File: config.mk
export PLATFORM = sky130hd
export DESIGN_NAME = lcd_cmd_sequencer
export DESIGN_NICKNAME = d
export VERILOG_FILES = /design/src/rtl/lcd_cmd_sequencer.sv
export SDC_FILE = /design/constraint.sdc
export NUM_CORES = 1
export LEC_CHECK = 0
export ABC_AREA = 1
export BUFFER_PORTS_ARGS = -buffer_cell sky130_fd_sc_hd__buf_2
export CAP_MARGIN = 40
export CORE_ASPECT_RATIO = 0.75
export CORE_MARGIN = 2
export CORE_UTILIZATION = 35
export CTS_CLUSTER_SIZE = 14
export DETAILED_ROUTE_END_ITERATION = 8
export GPL_TIMING_DRIVEN = 0
export PLACE_DENSITY = 0.52
export RECOVER_POWER = 100
export SETUP_SLACK_MARGIN = 0.5
export SYNTH_ARGS = -nofsm -noshare
export SYNTH_HDL_FRONTEND = slang
export SYNTH_SLANG_ARGS = --single-unit
File: constraint.sdc
create_clock -name clk -period 1.5 [get_ports clk]
set_input_delay 0.3 -clock clk [delete_from_list [all_inputs] [get_ports clk]]
set_output_delay 0.3 -clock clk [all_outputs]
set_load 0.01 [all_outputs]
File: src/rtl/lcd_cmd_sequencer.sv
// lcd_cmd_sequencer: HD44780 write sequencer with power-up init and valid/ready byte interface
// Optional LCD_SEQ_CLR_WAIT_EN adds a CLR_WAIT state after clear/home instructions.
module lcd_cmd_sequencer #(
  parameter int TICK_DIV       = 500_000,
  parameter int POWERUP_TICKS  = 5,
  parameter int CLR_WAIT_TICKS = 2
) (
  input  logic       clk,
  input  logic       rst,
  input  logic       cmd_valid,
  output logic       cmd_ready,
  input  logic       cmd_rs,
  input  logic [7:0] cmd_data,
  output logic       init_done,
  output logic       lcd_e,
  output logic       lcd_rs,
  output logic       lcd_rw,
  output logic [7:0] lcd_data
);
  localparam int CW = $clog2(TICK_DIV);
  localparam int MT = POWERUP_TICKS > CLR_WAIT_TICKS ? POWERUP_TICKS : CLR_WAIT_TICKS;
  localparam int TW = MT > 1 ? $clog2(MT) : 1;

  typedef enum logic [3:0] {
    PWR_WAIT, INIT_SETUP, INIT_PULSE, INIT_HOLD, IDLE, SETUP, PULSE, HOLD, CLR_WAIT
  } state_t;

  state_t        state;
  logic [CW-1:0] cnt;
  logic [TW-1:0] ticks;
  logic [1:0]    idx;
  logic          phase_end;

  function automatic logic [7:0] rom(input logic [1:0] i);
    return i == 2'd0 ? 8'h38 : i == 2'd1 ? 8'h0C : i == 2'd2 ? 8'h06 : 8'h01;
  endfunction

  assign phase_end = cnt == CW'(TICK_DIV - 1);
  assign lcd_rw    = 1'b0;

`ifdef LCD_SEQ_CLR_WAIT_EN
  logic clr_cmd;
  assign clr_cmd = !lcd_rs && (lcd_data == 8'h01 || lcd_data == 8'h02);
`endif

  // Phase-timed write sequencer: power-up wait, init ROM writes, then handshake-driven writes
  always_ff @(posedge clk or posedge rst) begin
    if (rst) begin
      state     <= PWR_WAIT;
      cnt       <= '0;
      ticks     <= '0;
      idx       <= '0;
      cmd_ready <= 1'b0;
      init_done <= 1'b0;
      lcd_e     <= 1'b0;
      lcd_rs    <= 1'b0;
      lcd_data  <= 8'h00;
    end else begin
      cnt <= phase_end ? '0 : cnt + 1'b1;
      case (state)
        PWR_WAIT: if (phase_end) begin
          ticks <= ticks + 1'b1;
          if (ticks == TW'(POWERUP_TICKS - 1)) begin
            state    <= INIT_SETUP;
            ticks    <= '0;
            lcd_data <= rom(idx);
          end
        end
        INIT_SETUP: if (phase_end) begin
          state <= INIT_PULSE;
          lcd_e <= 1'b1;
        end
        INIT_PULSE: if (phase_end) begin
          state <= INIT_HOLD;
          lcd_e <= 1'b0;
        end
        INIT_HOLD: if (phase_end) begin
          idx <= idx + 1'b1;
          if (idx == 2'd3) begin
`ifdef LCD_SEQ_CLR_WAIT_EN
            state <= CLR_WAIT;
`else
            state     <= IDLE;
            init_done <= 1'b1;
            cmd_ready <= 1'b1;
`endif
          end else begin
            state    <= INIT_SETUP;
            lcd_data <= rom(idx + 2'd1);
          end
        end
        IDLE: begin
          cnt <= '0;
          if (cmd_valid) begin
            state     <= SETUP;
            lcd_rs    <= cmd_rs;
            lcd_data  <= cmd_data;
            cmd_ready <= 1'b0;
          end
        end
        SETUP: if (phase_end) begin
          state <= PULSE;
          lcd_e <= 1'b1;
        end
        PULSE: if (phase_end) begin
          state <= HOLD;
          lcd_e <= 1'b0;
        end
        HOLD: if (phase_end) begin
`ifdef LCD_SEQ_CLR_WAIT_EN
          if (clr_cmd) state <= CLR_WAIT;
          else begin
            state     <= IDLE;
            cmd_ready <= 1'b1;
          end
`else
          state     <= IDLE;
          cmd_ready <= 1'b1;
`endif
        end
`ifdef LCD_SEQ_CLR_WAIT_EN
        CLR_WAIT: if (phase_end) begin
          ticks <= ticks + 1'b1;
          if (ticks == TW'(CLR_WAIT_TICKS - 1)) begin
            ticks     <= '0;
            state     <= IDLE;
            cmd_ready <= 1'b1;
            init_done <= 1'b1;
          end
        end
`endif
        default: state <= PWR_WAIT;
      endcase
    end
  end
endmodule

==> metrics.csv <==
metric,value,unit
fin crit share,107,%
Tot GR Track Use,16.9,%
failing checks,negative setup slack,
GPL Wtd Cong,0.880,
Vias/cell,4.85,
Pwr per Cell Area,554,nW/um^2
max-cap viol count,0,
num rows,26,
largest net degree at the start of global routing,32,
CTS tree,done,
synthesized cell area,2440,um^2
Hold WS,240,ps
worst min path class,primary input to flop,
"Worst Setup Slack, final",-107,ps
H-tree depth,2,
Synth Instances,309,
element type at the critical path end,flop,
die area,7660,um^2
total CTS buffers,5,
Startpoint Class,flop,
Worst path slowest cell,dfrtp_2,
Core Area,6770,um^2
Setup CP Type,flop to flop,
RSZ-0062 raised after global routing,true,
"Clk pin slew, worst setup/hold paths",80,ps
Lkg Pwr,1.59,nW
synthesized area per cell,7.89,um^2
status,"finished, violations left",
initial antenna violation count,0,
Netlist cell types,37,
drt first pass iters,4,
CTS Buffer Depth,2,
FMAX,622,MHz
Initial Util,36.0,%
met3 GRT Util,3.49,%
via count,2217,
Avg WL per Cell,13.8,um
vias in the first global route,2000,
max-slew violations,0,
crit-path cells,inv_2 -> ha_1 -> nor2_2 -> inv_1 -> o22ai_2 -> nand3_2 -> nand2_1 -> nand2_1,
asr flop ratio synth,100,%
first-pass GRT wire length,10100,um
WP data arrival,1800,ps
P&R area growth vs syn,37.1,%
"EDFF count, synth",0,
port bufs,23,
pre-CTS setup slack,-229,ps
final setup skew,4.87,ps
endpoints failing setup,20,
CP Max Fanout,4,
drt total wl,6290,um
Ports,25,
fin nets,399,
aggregate global routing overflow,0,
register area share after synthesis,40.0,%
CTS Sinks,39,
design area,3340,um^2
final hold violations,0,
Die W,100,um
Post-DRT Antenna Nets,0,
layout cells sized above 1,35.9,%
ant diodes,0,
initial DRC count,133,
cell repeated most along the worst path,nand2_1,
setup TNS,-1040,ps
GR Util met2,22.2,%
Post-DP HPWL,4260,um
Synth Register Bits,39,
Root Driver,clkbuf_8,
Critical Path Max Stage Delay,430,ps
layer with the highest usage,met1,
synth warn,0,
Period minus WS final,1610,ps
Die H,76.3,um
VDD IR-drop max,0.000253,V
Placed Area,2790,um^2
Synth Net Count,335,
clock latency on the worst-skew pair,300,ps
critical path required time,1690,ps
"Top FF cell, synth",dfrtp_1,
DRC,0,
Global Route met1 Usage,27.2,%
## worst paths after layout
path	slack, ps	startpoint	end	cells after the start
max in group asynchronous	150	rst	cnt[10]$_DFF_PP0_	4
min reg2reg	470	lcd_data[1]$_DFFE_PP0P_	lcd_data[1]$_DFFE_PP0P_	2
min in group asynchronous	550	rst	init_done$_DFFE_PP0P_	3
max	-110	state[0]$_DFFE_PP0P_	state[2]$_DFFE_PP0P_	8
min	240	cmd_rs	lcd_rs$_DFFE_PP0P_	2
max reg2reg	-110	state[0]$_DFFE_PP0P_	state[2]$_DFFE_PP0P_	8
## synth_stat cells (3+ instances only)
| master | instances | share of area (%) |
|---|---|---|
| inv_2 | 4 | 0.62 |
| xor2_1 | 9 | 3.2 |
| ha_1 | 14 | 7.2 |
| nor2_4 | 3 | 1.4 |
| o21ai_0 | 10 | 2.1 |
| nand2_1 | 72 | 11 |
| nand3_1 | 20 | 4.1 |
| nand2_2 | 3 | 0.77 |
| nand4_1 | 16 | 4.1 |
| nor3_1 | 6 | 1.2 |
| dfrtp_1 | 39 | 40 |
| nor2_1 | 44 | 6.8 |
| inv_1 | 35 | 5.4 |
| nor2_2 | 4 | 1.0 |
## through the flow
step | cells | power (mW) | util (%)
after global placement | 416 | 1.12 | 40.9
after global routing | 457 | 1.93 | 49.4
after CTS | 444 | 1.89 | 46.1
after floorplan | 309 | 1.09 | -
final | 457 | 1.85 | 49.4
after detailed placement | 417 | 1.12 | 41.2
## what timing repair did
| action | 4_1_cts | 5_1_grt |
|---|---|---|
| endpoints found under the setup margin | 51 | 53 |
| endpoints found under the hold margin | 8 | 0 |
| cloned | 1 | 1 |
| pin swaps | 13 | 21 |
| buffers inserted | 18 | 12 |
| gates resized for setup | 25 | 49 |
| hold buffers | 1 | 0 |
## worst max-delay path: cells and delay by family (launching register included)
family / cells / cell delay (ps)
compound gates: 1 / 240
simple gates: 4 / 440
flops: 1 / 430
fa+ha+maj: 1 / 240
buf+inv: 2 / 140
## area by class of cell
cell class	instances	area (um^2)
Fill cell	695	3420
Buffer	4	58.8
Timing Repair Buffer	57	399
Sequential cell	39	986
Clock buffer	6	82.6
Clock inverter	1	5.00
Tap cell	84	105
Multi-Input combinational cell	226	1540
Inverter	40	164
## state kept, by name (all words and copies together), names as in the netlist
register,flops
idx,2
init_done,1
state,3
lcd_data,8
lcd_rs,1
cnt,19
cmd_ready,1
ticks,3
lcd_e,1
## cells in the final DEF, fill, tap and decap left out, types with 9 or more instances in the layout
master / netlist / layout
nand2_1: 72 / 65
nor2_1: 44 / 36
dfrtp_1: 39 / 31
inv_1: 35 / 24
buf_4: 1 / 22
nand4_1: 16 / 16
nand3_1: 20 / 15
inv_2: 4 / 12
nor2_4: 3 / 12
clkbuf_1: 0 / 12
buf_2: 2 / 11
buf_6: 1 / 10
ha_1: 14 / 10
xor2_1: 9 / 9
## cells by family after synthesis
| kind of cell | count (synthesis) | synth area share [%] |
|---|---|---|
| other cells | 1 | 0.154 |
| flops | 39 | 40.0 |
| xor+xnor | 10 | 3.59 |
| mux | 1 | 0.462 |
| fa+ha+maj | 14 | 7.18 |
| compound gates | 20 | 4.82 |
| buf+inv | 44 | 7.34 |
| simple gates | 180 | 36.4 |
## power breakdown
group	internal, mW	total [mW]	switching (mW)
registers	1.05	1.05	0
logic	0.0158	0.0489	0.0331
clock network	0.362	0.753	0.392
## per-layer routing
layer,vias up,part of all wire (%)
met5,-,0
li1,1117,-
met4,0,1.3
met1,1056,54
met2,35,41
met3,9,4.2
Power figures use the tool's default switching activity.
